--- src/rtl/fetch_ctrl_if.sv ---
// Fetch controller <-> decode / local-store bundle.
// master: the fetch controller; slave: decode + local store side.
interface fetch_ctrl_if #(
    parameter int LINE_BITS = 8
);
    logic                 stall;
    logic                 branch_taken;
    logic [0:LINE_BITS+4] branch_target;
    logic                 ls_ack;
    logic                 ls_req;
    logic [0:LINE_BITS-1] ls_addr;
    logic [0:4]           inst_number;
    logic                 fetch_reset;
    logic                 issue_valid;
    logic [0:LINE_BITS+4] pc;

    modport master (
        input  stall, branch_taken, branch_target, ls_ack,
        output ls_req, ls_addr, inst_number, fetch_reset, issue_valid, pc
    );

    modport slave (
        output stall, branch_taken, branch_target, ls_ack,
        input  ls_req, ls_addr, inst_number, fetch_reset, issue_valid, pc
    );
endinterface

--- src/rtl/fetch_ctrl.sv ---
// Instruction fetch controller: requests 1024-bit lines from the local store
// and walks the slot index through the line buffer, dual-issuing even pairs.
// Optional macro FETCH_SAME_LINE_BR_EN: a taken branch into the current line
// only rewrites the slot index instead of refetching the line.
module fetch_ctrl #(
    parameter int LINE_BITS  = 8,
    parameter int START_LINE = 0
) (
    input logic          clk,
    input logic          reset,
    fetch_ctrl_if.master bus
);
    localparam logic [0:0] ST_FETCH = 1'b0;
    localparam logic [0:0] ST_RUN   = 1'b1;

    logic [0:0]           state_q, state_d;
    logic [LINE_BITS-1:0] line_q, line_d;
    logic [4:0]           slot_q, slot_d;
    logic                 ls_req_q;

    logic [LINE_BITS+4:0] tgt;
    logic [LINE_BITS-1:0] tgt_line;
    logic [4:0]           tgt_slot;

    assign tgt      = bus.branch_target;
    assign tgt_line = tgt[LINE_BITS+4:5];
    assign tgt_slot = tgt[4:0];

    // Next-state: wait for the line in FETCH; in RUN, branch beats stall beats advance.
    always_comb begin
        state_d = state_q;
        line_d  = line_q;
        slot_d  = slot_q;
        if (state_q == ST_FETCH) begin
            // an ack is only meaningful once the request is actually on the bus
            if (ls_req_q && bus.ls_ack)
                state_d = ST_RUN;
        end else if (bus.branch_taken) begin
`ifdef FETCH_SAME_LINE_BR_EN
            if (tgt_line == line_q) begin
                slot_d = tgt_slot;
            end else begin
                state_d = ST_FETCH;
                line_d  = tgt_line;
                slot_d  = tgt_slot;
            end
`else
            state_d = ST_FETCH;
            line_d  = tgt_line;
            slot_d  = tgt_slot;
`endif
        end else if (!bus.stall) begin
            if (slot_q >= 5'd30) begin
                state_d = ST_FETCH;
                line_d  = line_q + LINE_BITS'(1);
                slot_d  = 5'd0;
            end else if (slot_q[0]) begin
                // odd entry issues one instruction plus NOP, realigning to even
                slot_d = slot_q + 5'd1;
            end else begin
                slot_d = slot_q + 5'd2;
            end
        end
    end

    // State registers; ls_req is registered so it resets low and rises one edge later.
    always_ff @(posedge clk or negedge reset) begin
        if (!reset) begin
            state_q  <= ST_FETCH;
            line_q   <= LINE_BITS'(START_LINE);
            slot_q   <= 5'd0;
            ls_req_q <= 1'b0;
        end else begin
            state_q  <= state_d;
            line_q   <= line_d;
            slot_q   <= slot_d;
            ls_req_q <= (state_d == ST_FETCH);
        end
    end

    assign bus.ls_req      = ls_req_q;
    assign bus.ls_addr     = line_q;
    assign bus.inst_number = slot_q;
    assign bus.fetch_reset = (state_q == ST_FETCH);
    assign bus.issue_valid = (state_q == ST_RUN);
    assign bus.pc          = {line_q, slot_q};
endmodule

--- src/flat_wrapper.sv ---
// flat-port wrapper written by rule: the top's interface ports become plain ports
module fetch_ctrl_flat 
#(
    parameter int LINE_BITS  = 8,
    parameter int START_LINE = 0
)
  (clk, reset, bus_stall, bus_branch_taken, bus_branch_target, bus_ls_ack, bus_ls_req, bus_ls_addr, bus_inst_number, bus_fetch_reset, bus_issue_valid, bus_pc);
  fetch_ctrl_if #(.LINE_BITS(LINE_BITS)) bus_i ();
  input logic clk;
  input logic reset;
  input wire logic [$bits(bus_i.stall)-1:0] bus_stall;
  input wire logic [$bits(bus_i.branch_taken)-1:0] bus_branch_taken;
  input wire logic [$bits(bus_i.branch_target)-1:0] bus_branch_target;
  input wire logic [$bits(bus_i.ls_ack)-1:0] bus_ls_ack;
  output wire logic [$bits(bus_i.ls_req)-1:0] bus_ls_req;
  output wire logic [$bits(bus_i.ls_addr)-1:0] bus_ls_addr;
  output wire logic [$bits(bus_i.inst_number)-1:0] bus_inst_number;
  output wire logic [$bits(bus_i.fetch_reset)-1:0] bus_fetch_reset;
  output wire logic [$bits(bus_i.issue_valid)-1:0] bus_issue_valid;
  output wire logic [$bits(bus_i.pc)-1:0] bus_pc;
  assign bus_i.stall = bus_stall;
  assign bus_i.branch_taken = bus_branch_taken;
  assign bus_i.branch_target = bus_branch_target;
  assign bus_i.ls_ack = bus_ls_ack;
  assign bus_ls_req = bus_i.ls_req;
  assign bus_ls_addr = bus_i.ls_addr;
  assign bus_inst_number = bus_i.inst_number;
  assign bus_fetch_reset = bus_i.fetch_reset;
  assign bus_issue_valid = bus_i.issue_valid;
  assign bus_pc = bus_i.pc;
  fetch_ctrl #(.LINE_BITS(LINE_BITS), .START_LINE(START_LINE)) u_core (.clk(clk), .reset(reset), .bus(bus_i));
endmodule
--- config.mk ---
export PLATFORM = sky130hd
export DESIGN_NAME = fetch_ctrl_flat
export DESIGN_NICKNAME = d
export VERILOG_FILES = /design/src/rtl/fetch_ctrl_if.sv /design/src/rtl/fetch_ctrl.sv /design/src/flat_wrapper.sv
export SDC_FILE = /design/constraint.sdc
export NUM_CORES = 1
export LEC_CHECK = 0
export BUFFER_PORTS_ARGS = -buffer_cell sky130_fd_sc_hd__buf_2
export CAP_MARGIN = 20
export CORE_ASPECT_RATIO = 0.7
export CORE_MARGIN = 3
export CORE_UTILIZATION = 30
export DETAILED_ROUTE_END_ITERATION = 6
export MAX_ROUTING_LAYER = met4
export PLACE_DENSITY = 0.63
export SYNTH_ARGS = -nofsm -noshare
export SYNTH_HDL_FRONTEND = slang
export SYNTH_SLANG_ARGS = --single-unit
--- constraint.sdc ---
create_clock -name clk -period 2.2 [get_ports clk]
set_clock_uncertainty 0.2 [all_clocks]
set_input_delay 0.11 -clock clk [delete_from_list [all_inputs] [get_ports clk]]
set_output_delay 0.11 -clock clk [all_outputs]
set_load 0.05 [all_outputs]
# --- Word level (Yosys, flattened, before mapping) ---
# Cells that the tools add are included.
op_classes:
  mux: 12
  n_eq_ne: 1
  n_addsub: 3
  reduce_logical: 4
  n_lt_le_gt_ge: 1
  bitwise: 2
op_table:
  columns: ["cell", "n"]
  rows:
  - ["2-to-1 mux 8 bit", 3]
  - ["2-to-1 mux 5 bit", 4]
  - ["adder 8 x 1 -> 8 bit, second input constant", 1]
  - ["adder 5 x 1 -> 5 bit, second input constant", 1]
  - ["adder 5 x 2 -> 5 bit, second input constant", 1]
  - ["greater-or-equal comparator 5 bit, second input constant", 1]
  - ["2-to-1 mux 1 bit", 5]
  - ["AND reduction 3 bit", 1]
  - ["!= test 2 x 1 -> 1 bit, second input constant", 1]
  - ["NOT 1 bit", 2]
  - ["AND reduction 2 bit", 1]
  - ["nonzero test 2 bit", 1]
  - ["logical AND 1 bit", 1]
totals:
  out_inout_bits: 29
  inputBits: 18
  regBits: 15

# --- Longest topological paths before layout ---
# Gate-level depths: netlist of run 1.
logic_depth:
  depth_word: 6
  ltp_mapped: 6

# --- Worst setup path after synthesis of run 1 ---
# No wires, ideal clock.
synth_timing:
  path_type: "flip-flop to flip-flop"
  startpoint: "register u_core.state_q, in the netlist u_core.bus.issue_valid"
  endpoint: "register u_core.line_q[5], in the netlist u_core.bus.ls_addr[2]"
  path_stages_with_launch: 7
  slack_ns: 0.107
  synth_period_minus_slack_ns: 2.093
  arrival_ns: 1.807
  required_time_ns: 1.914
  path_cell_list: "dfrtp_1 -> buf_2 -> inv_1 -> a21oi_2 -> a21oi_1 -> o21bai_1 -> nor3_1"
synth_between:
  elab_chain_len: 1
synth_lines:
  columns: ["item", "line_no", "source"]
  rows:
  - ["start: declaration", "fetch_ctrl.sv:16", "logic [0:0] state_q, state_d;"]
  - ["start signal: assignment", "fetch_ctrl.sv:74", "state_q <= state_d;"]
  - ["AND reduction 3 bit (no line)", null, null]
  - ["end signal: assignment", "fetch_ctrl.sv:70", "line_q <= LINE_BITS'(START_LINE);"]
  - ["end signal: assignment", "fetch_ctrl.sv:75", "line_q <= line_d;"]
  - ["end: declaration", "fetch_ctrl.sv:17", "logic [LINE_BITS-1:0] line_q, line_d;"]
# Every way passes these cells.
# A chain may end at the register's enable or synchronous reset.

# --- Worst setup path in the final report of run 1 ---
layout_timing:
  startpoint: "register u_core.line_q[0], in the netlist u_core.bus.ls_addr[7]"
  endpoint: "register u_core.line_q[6], in the netlist u_core.bus.ls_addr[1]"
layout_between:
  elab_chain_len: 4
layout_lines:
  columns: ["item", "line_no", "source"]
  rows:
  - ["adder 8 x 1 -> 8 bit", "fetch_ctrl.sv:55", "line_d = line_q + LINE_BITS'(1);"]
  - ["2-to-1 mux 8 bit", "fetch_ctrl.sv:53", "if (slot_q >= 5'd30) begin"]
  - ["2-to-1 mux 8 bit", "fetch_ctrl.sv:52", "end else if (!bus.stall) begin"]
  - ["2-to-1 mux 8 bit", "fetch_ctrl.sv:38", "end else if (bus.branch_taken) begin"]
# Every way passes these cells. The select of a mux whose other input is x is not followed.

==> summary.md, run 1 <==
| Metric | Value |
|---|---|
| Met1 Track Usage GR | `18.7%` |
| Final Hold Fails | `0` |
| Setup TNS | `0 ns` |
| Clock slew at reported path FFs | `0.06 ns` |
| RSZ-0062 raised after global routing | `no` |
| Setup Viol. Count Final | `0` |
| GRT met3 Usage | `4.66%` |
| Antenna fix cells | `0` |
| FF-to-FF setup slack | `0.32 ns` |
| Status | `finished, final reports clean` |
| Setup Buffers After CTS | `0` |
| Hold Path End | `u_core.bus.ls_addr[2]` |
| Vias in the first global route | `915` |
| Fmax | `531 MHz` |
| Layout net count | `183` |
| Per-cell routed wire length | `13.8 µm` |
| Max Slew Vio Count | `0` |
| WL final | `2.73 mm` |
| Avg Synthesized Cell Area | `8.73 µm²` |
| CP Class | `reg2reg` |
| Die W | `74.5 µm` |
| Starting DRC count in detailed routing | `55` |
| Period minus WS final | `1.88 ns` |
| Crit-path max FO | `7` |
| Final period util | `85.5%` |
| Overflow after GRT | `0` |
| Port Buf Inserts | `46` |
| Distinct cells, synth | `36` |
| Max-slew headroom | `76.0%` |
| Root cell of the clock tree | `clkbuf_8` |
| DP Area | `1160 µm²` |
| Initial antenna violation count | `0` |
| HPWL after DPL | `1.99 mm` |
| Cell area after synthesis | `986 µm²` |
| Full die area | `4020 µm²` |
| RR Endpoint | `u_core.bus.ls_addr[1]` |
| Met2 Track Usage GR | `22.3%` |
| I/O pins | `47` |
| Placed cells | `180` |
| Hold path depth | `3` |
| Num Clock Sinks | `15` |
| Clk buf depth | `2` |
| DRT antenna net count | `0` |
| Initial Utilization | `33.3%` |
| Design area | `1340 µm²` |
| Via count | `1013` |
| Non-filler cells, final | `198` |
| CTS buffer count | `3` |
| Critical Path Source Type | `flip-flop` |
| Max Cap Viol | `0` |
| Crit. End Element | `flip-flop` |
| GP Congestion | `0.817` |
| Clk Latency, worst-skew pair | `0.25 ns` |
| Ratio of cells with drive above 1 in the final layout | `34.0%` |
| R2r startpoint | `u_core.bus.ls_addr[7]` |
| Post-synthesis register bit count | `15` |
| # fillers | `281` |
| H-tree depth | `1` |
| Hold Buf Count CTS | `14` |
| Core area | `2960 µm²` |
| Post-Syn Nets | `133` |
| CTS tree | `built` |
| Synth-to-layout area growth | `36.2%` |
| DRC Markers | `0` |
| Reg2Reg Depth | `6` |
| First-pass GRT wire length | `4.27 mm` |
| Worst path arrival time | `1.82 ns` |
| Vias per cell | `5.12` |
| Global Route Usage Sum | `14.6%` |
| Num rows | `16` |
| Worst min path class | `in2reg` |
| Top Usage Layer GRT | `met2` |
| Warnings, synthesis | `0` |
| Least-Margin Pin Slew | `0.360 ns` |
| Drt pass-1 iters | `4` |
| Pin count of the biggest net entering global routing | `19` |
| WP data required | `2.14 ns` |
| Hold path start | `bus_branch_target[10]` |
| Sequential area share after synthesis | `38.1%` |
| Post-Synthesis Cells | `113` |
| DIE HEIGHT | `54.0 µm` |
| Resized cells post-CTS | `0` |
==> worst max-delay path by stage <==
stage / start / endpoint / cells past startpoint
after floorplan: u_core.bus.issue_valid / u_core.bus.ls_addr[2] / 6
after global placement: u_core.bus.issue_valid / u_core.bus.ls_addr[2] / 5
after detailed placement: u_core.bus.ls_addr[7] / u_core.bus.ls_addr[1] / 6
after CTS: u_core.bus.ls_addr[7] / u_core.bus.ls_addr[1] / 6
after global routing: u_core.bus.ls_addr[7] / u_core.bus.ls_addr[1] / 6
final: u_core.bus.ls_addr[7] / u_core.bus.ls_addr[1] / 6
==> synthesized netlist by cell type <==
master	number	area (µm²)
a2111oi_2	1	15.0
a21o_1	1	7.51
a21oi_1	8	40.0
a21oi_2	1	8.76
a22oi_1	1	7.51
a311o_1	1	10.0
and3b_1	1	8.76
and4b_1	1	10.0
buf_2	2	10.0
buf_4	13	97.6
clkbuf_1	1	3.75
dfrtp_1	15	375
ha_1	2	25.0
inv_1	3	11.3
inv_2	1	3.75
mux2i_1	4	40.0
nand2_1	17	63.8
nand3_1	2	10.0
nand4_1	1	6.26
nor2_1	4	15.0
nor2b_1	1	6.26
nor3_1	6	30.0
nor3b_1	2	15.0
nor4_1	1	6.26
nor4b_1	1	8.76
o2111ai_1	1	8.76
o211a_4	1	17.5
o21ai_0	9	45.0
o21ai_1	1	5.00
o21ai_2	1	8.76
o21bai_1	1	7.51
o22ai_1	4	25.0
o311a_1	1	10.0
o31ai_1	1	7.51
or3_1	1	6.26
xnor2_1	1	8.76
==> flip-flops by register name, summed over array words and instances, names as in the netlist <==
signal and count:
u_core.bus.ls_addr 8, u_core.bus.issue_valid 1, u_core.bus.ls_req 1, u_core.bus.inst_number 5
==> layer usage <==
layer	wire, µm	vias up
li1	-	497
met1	1280	467
met2	1180	44
met3	246	5
met4	23	0
met5	0	-
==> metrics by stage <==
step	hold WS, ns	util [%]	setup slack, ns
after floorplan	-0.386	-	0.107
after global placement	-0.158	39.1	0.428
after detailed placement	-0.155	39.1	0.321
after CTS	0.00514	45.3	0.301
after global routing	0.0349	45.3	0.212
final	0.00925	45.3	0.318
==> kinds of logic (layout without fill, tap and decap cells) <==
family | Yosys count | after routing | share of synthesized area, %
adders and majority gates | 2 | 2 | 2.54
xor gates and xnor gates | 1 | 1 | 0.888
buffers and inverters | 20 | 69 | 12.8
and+or+nand+nor | 38 | 38 | 18.9
DFF | 15 | 15 | 38.1
muxes | 4 | 4 | 4.06
AOI/OAI and AO/OA | 33 | 33 | 22.7
==> placed cells by master (no fill, tap or decap), types with 2 or more instances in the layout <==
cell type,n
o21ai_0,9
clkbuf_8,3
buf_2,46
ha_1,2
a21oi_1,8
o22ai_1,4
nor3_1,6
dfrtp_1,15
nor2_1,4
dlygate4sd3_1,14
inv_1,3
mux2i_1,4
nor3b_1,2
nand2_1,17
nand3_1,2
==> critical path, stage by stage, from the launching register on <==
cell and delay, ns:
dfrtp_1 0.46, ha_1 0.21, and4b_1 0.20, o2111ai_1 0.20
o31ai_1 0.25, o311a_1 0.20, nor2_1 0.05
==> layout make-up <==
class                           count  area [µm²]  share of cell area, %
Timing Repair Buffer               61         378                   28.1
Multi-Input combinational cell     78         484                   36.1
Tap cell                           36        45.0                   3.36
Sequential cell                    15         375                   28.0
Inverter                            4        15.0                   1.12
Clock buffer                        4        45.0                   3.36
Power of run 1 is not shown: default switching activity piles up to over one toggle a cycle in this logic, so the estimate is an artifact.
==> run 2: changes to the inputs <==
--- a/config.mk
+++ b/config.mk
@@ -11,7 +11,7 @@
 export CORE_MARGIN = 3
 export CORE_UTILIZATION = 30
 export DETAILED_ROUTE_END_ITERATION = 6
-export MAX_ROUTING_LAYER = met4
+export GPL_ROUTABILITY_DRIVEN = 0
 export PLACE_DENSITY = 0.63
 export SYNTH_ARGS = -nofsm -noshare
 export SYNTH_HDL_FRONTEND = slang
==> run 2 against run 1 <==
Against the previous run: global-route usage down 0.38 points; core utilization unchanged; register-to-register slack about the same; design area unchanged.
==> summary.md, run 2 (same netlist as run 1, synthesis figures left out) <==
| Metric | Value |
|---|---|
| Status | `finished, final reports clean` |
| Num rows | `16` |
| Hold path start | `bus_branch_target[10]` |
| Ratio of cells with drive above 1 in the final layout | `34.0%` |
| Num Clock Sinks | `15` |
| R2r startpoint | `u_core.bus.ls_addr[7]` |
| Fmax | `533 MHz` |
| Crit-path max FO | `7` |
| Final Hold Fails | `0` |
| Pin count of the biggest net entering global routing | `19` |
| Clock slew at reported path FFs | `0.06 ns` |
| Starting DRC count in detailed routing | `61` |
| DRC Markers | `0` |
| Reg area | `375 µm²` |
| Setup Buffers After CTS | `0` |
| RR Endpoint | `u_core.bus.ls_addr[1]` |
| Reg2Reg Depth | `6` |
| # fillers | `281` |
| DRT antenna net count | `0` |
| WL final | `2.72 mm` |
| Drt pass-1 iters | `4` |
| Hold path depth | `3` |
| CTS buffer count | `3` |
| Initial antenna violation count | `0` |
| Period minus WS final | `1.88 ns` |
| Per-cell routed wire length | `13.7 µm` |
| Initial Utilization | `33.3%` |
| Area occupied by multi-input gates | `484 µm²` |
| Pre-CTS setup slack | `0.321 ns` |
| Overflow after GRT | `0` |
| Non-filler cells, final | `198` |
| Max Cap Viol | `0` |
| Worst path arrival time | `1.82 ns` |
| Most common cell after layout, fill and taps aside | `buf_2` |
| RSZ-0062 raised after global routing | `no` |
| Synth-to-layout area growth | `36.2%` |
| Die W | `74.5 µm` |
| Antenna fix cells | `0` |
| CTS tree | `built` |
| Hold Buf Count CTS | `14` |
| Critical Path Source Type | `flip-flop` |
| Vias per cell | `5.14` |
| Layout net count | `183` |
| Core area | `2960 µm²` |
| WP data required | `2.14 ns` |
| Full die area | `4020 µm²` |
| Smallest hold slack | `0.00803 ns` |
| Max-slew headroom | `76.2%` |
| Least-Margin Pin Slew | `0.358 ns` |
| Resized cells post-CTS | `0` |
| Placed cells | `180` |
| First-pass GRT wire length | `4.26 mm` |
| Final period util | `85.2%` |
| Setup ws final | `0.325 ns` |
| DIE HEIGHT | `54.0 µm` |
| Number of flip-flops in the largest register | `8` |
| I/O pins | `47` |
| CP Class | `reg2reg` |
| Global Route Usage Sum | `14.2%` |
| Max Slew Vio Count | `0` |
| Clk Latency, worst-skew pair | `0.25 ns` |
| Root cell of the clock tree | `clkbuf_8` |
| Clk buf depth | `2` |
| Crit. End Element | `flip-flop` |
| Hold Path End | `u_core.bus.ls_addr[2]` |
| H-tree depth | `1` |
| Commonest non-fill, non-tap cells in the layout | `46 x buf_2, 17 x nand2_1, 15 x dfrtp_1, 14 x dlygate4sd3_1, 9 x o21ai_0` |
| Port Buf Inserts | `46` |
| Worst min path class | `in2reg` |
| Via count | `1017` |
| Setup TNS | `0 ns` |
| FF-to-FF setup slack | `0.32 ns` |
| Setup Viol. Count Final | `0` |
| HPWL after DPL | `1.99 mm` |
| Vias in the first global route | `914` |
[run 2: cell counts in the layout (fill, tap and decap cells not counted)]
No cell type changed its count.
[run 2: critical path: stages (launching register included)]
cell and delay, ns:
dfrtp_1 0.46, ha_1 0.21, and4b_1 0.20, o2111ai_1 0.19
o31ai_1 0.25, o311a_1 0.20, nor2_1 0.05
[run 2: worst max-delay path by stage]
stage,start,endpoint,cells past startpoint
after floorplan,u_core.bus.issue_valid,u_core.bus.ls_addr[2],6
after global routing,u_core.bus.ls_addr[7],u_core.bus.ls_addr[1],6
after global placement,u_core.bus.issue_valid,u_core.bus.ls_addr[2],5
after detailed placement,u_core.bus.ls_addr[7],u_core.bus.ls_addr[1],6
final,u_core.bus.ls_addr[7],u_core.bus.ls_addr[1],6
after CTS,u_core.bus.ls_addr[7],u_core.bus.ls_addr[1],6
[run 2: final cells by class]
type                            instances  share of cell area, %
Sequential cell                        15                   28.0
Multi-Input combinational cell         78                   36.1
Inverter                                4                   1.12
Timing Repair Buffer                   61                   28.1
Tap cell                               36                   3.36
Clock buffer                            4                   3.36
[run 2: metal layers]
layer	track usage, %	part of all wire (%)	up-vias
met5	0	0	-
met4	3.85	0.92	0
met3	5.04	9.4	5
met2	22.3	44	43
met1	18.6	46	475
li1	-	-	494
[run 2: through the flow]
| stage | util, % | area [µm²] |
|---|---|---|
| after floorplan | - | 986 |
| after global placement | 39.1 | 1160 |
| after detailed placement | 39.1 | 1160 |
| after CTS | 45.3 | 1340 |
| after global routing | 45.3 | 1340 |
| final | 45.3 | 1340 |
Power of run 2 is left out for the same reason.
==> run 3: changes to the inputs <==
--- a/config.mk
+++ b/config.mk
@@ -7,12 +7,12 @@
 export LEC_CHECK = 0
 export BUFFER_PORTS_ARGS = -buffer_cell sky130_fd_sc_hd__buf_2
 export CAP_MARGIN = 20
-export CORE_ASPECT_RATIO = 0.7
 export CORE_MARGIN = 3
 export CORE_UTILIZATION = 30
 export DETAILED_ROUTE_END_ITERATION = 6
 export GPL_ROUTABILITY_DRIVEN = 0
 export PLACE_DENSITY = 0.63
+export SETUP_SLACK_MARGIN = 0.5
 export SYNTH_ARGS = -nofsm -noshare
 export SYNTH_HDL_FRONTEND = slang
 export SYNTH_SLANG_ARGS = --single-unit
==> run 3 against run 2 <==
Against the previous run: die area decreased by 0.28%; hold slack improved by 0.035 ns; global-route usage decreased by 0.39 points; maximum frequency increased by 12%; first-iteration DRC count decreased by 23%; flip-flop and latch count unchanged; design area increased by 12%; critical path type unchanged; highest routed layer is now met3.
==> summary.md, run 3 (same netlist as run 1, synthesis figures left out) <==
| Metric | Value |
|---|---|
| Status | `finished, final reports clean` |
| Overflow after GRT | `0` |
| RSZ-0062 raised after global routing | `yes` |
| Commonest non-fill, non-tap cells in the layout | `46 x buf_2, 17 x nand2_1, 15 x dlygate4sd3_1, 11 x buf_4, 10 x dfrtp_2` |
| DIE HEIGHT | `63.3 µm` |
| Per-cell routed wire length | `12.8 µm` |
| Full die area | `4010 µm²` |
| CTS tree | `built` |
| Number of flip-flops in the largest register | `8` |
| Critical Path Source Type | `flip-flop` |
| Num Clock Sinks | `15` |
| Fmax | `596 MHz` |
| GRT met3 Usage | `4.63%` |
| Max Slew Vio Count | `0` |
| Crit. End Element | `flip-flop` |
| HPWL after DPL | `1.89 mm` |
| Max Cap Viol | `0` |
| H-tree depth | `1` |
| Met1 Track Usage GR | `18.0%` |
| Final Hold Fails | `0` |
| Port Buf Inserts | `46` |
| CTS buffer count | `3` |
| Vias in the first global route | `971` |
| Ratio of cells with drive above 1 in the final layout | `46.8%` |
| WP data required | `2.17 ns` |
| Pin count of the biggest net entering global routing | `20` |
| Worst path arrival time | `1.65 ns` |
| Top Usage Layer GRT | `met2` |
| Final period util | `76.3%` |
| Clock slew at reported path FFs | `0.09 ns` |
| Crit-path max FO | `8` |
| Initial Utilization | `31.8%` |
| DRC Markers | `0` |
| Synth-to-layout area growth | `52.7%` |
| DRT antenna net count | `0` |
| Core area | `3100 µm²` |
| Root cell of the clock tree | `clkbuf_4` |
| Period minus WS final | `1.68 ns` |
| Setup Viol. Count Final | `0` |
| Antenna fix cells | `0` |
| CP Class | `reg2reg` |
| Worst min path class | `in2reg` |
| Most common cell after layout, fill and taps aside | `buf_2` |
| Least-Margin Pin Slew | `0.410 ns` |
| WL final | `2.78 mm` |
| I/O pins | `47` |
| Global Route Usage Sum | `13.8%` |
| Die W | `63.3 µm` |
| Via count | `1032` |
| Drt pass-1 iters | `4` |
| Initial antenna violation count | `0` |
| Clk buf depth | `2` |
| Max-slew headroom | `72.7%` |
| Layout net count | `194` |
| Met2 Track Usage GR | `23.3%` |
| Clk Latency, worst-skew pair | `0.28 ns` |
| Setup TNS | `0 ns` |
| Starting DRC count in detailed routing | `47` |
| Vias per cell | `4.76` |
| Num rows | `20` |
| First-pass GRT wire length | `4.55 mm` |
[run 3: final cells by class]
| class | count | area, µm² |
|---|---|---|
| fillers | 327 | 1600 |
| multi-input cells | 78 | 554 |
| repair buffers | 72 | 463 |
| flip-flops and latches | 15 | 388 |
| well taps | 44 | 55.1 |
| clock buffers | 4 | 26.3 |
| inverters | 4 | 18.8 |
[run 3: critical path: stages (launching register included)]
cell and delay, ns:
dfrtp_2 0.45, and3b_1 0.27, o211a_4 0.25, nand2_1 0.09, nor4_1 0.21, nor3_1 0.09
[run 3: metal layers]
layer / up-vias / share of wire (%) / wire length [µm]
li1: 515 / - / -
met1: 478 / 46 / 1270
met2: 39 / 47 / 1310
met3: 0 / 7.2 / 200
met4: 0 / 0 / 0
met5: - / 0 / 0
[run 3: stage by stage]
step	hold WS (ns)	instance area [µm²]	setup WS (ns)	utilization (%)	std cells
floorplan	-0.386	1050	0.328	-	113
global placement	-0.157	1210	0.496	39.2	187
detailed placement	-0.154	1210	0.443	39.2	187
CTS	0.0242	1440	0.477	46.5	212
global route	0.0821	1510	0.434	48.5	217
finish	0.0434	1510	0.522	48.5	217
[run 3: what timing repair did]
item | CTS | global route
gates resized for setup | 1 | 3
setup endpoints to repair | 3 | 7
hold endpoints to repair | 30 | 0
hold buffers | 15 | 0
pin swaps | 0 | 3
gates cloned | 0 | 0
setup buffers | 6 | 5
[run 3: path summary, 6_finish.rpt]
check	from	endpoint	slack [ns]	cells after the start
min in group asynchronous	reset	u_core.bus.ls_addr[5]	0.07	2
max	u_core.bus.inst_number[4]	u_core.bus.ls_addr[2]	0.52	5
min reg2reg	u_core.bus.ls_req	u_core.bus.ls_req	0.36	3
max in group asynchronous	reset	u_core.bus.ls_addr[3]	1.45	2
max reg2reg	u_core.bus.inst_number[4]	u_core.bus.ls_addr[2]	0.52	5
min	bus_stall	u_core.bus.inst_number[3]	0.04	4
Power of run 3 is left out for the same reason.
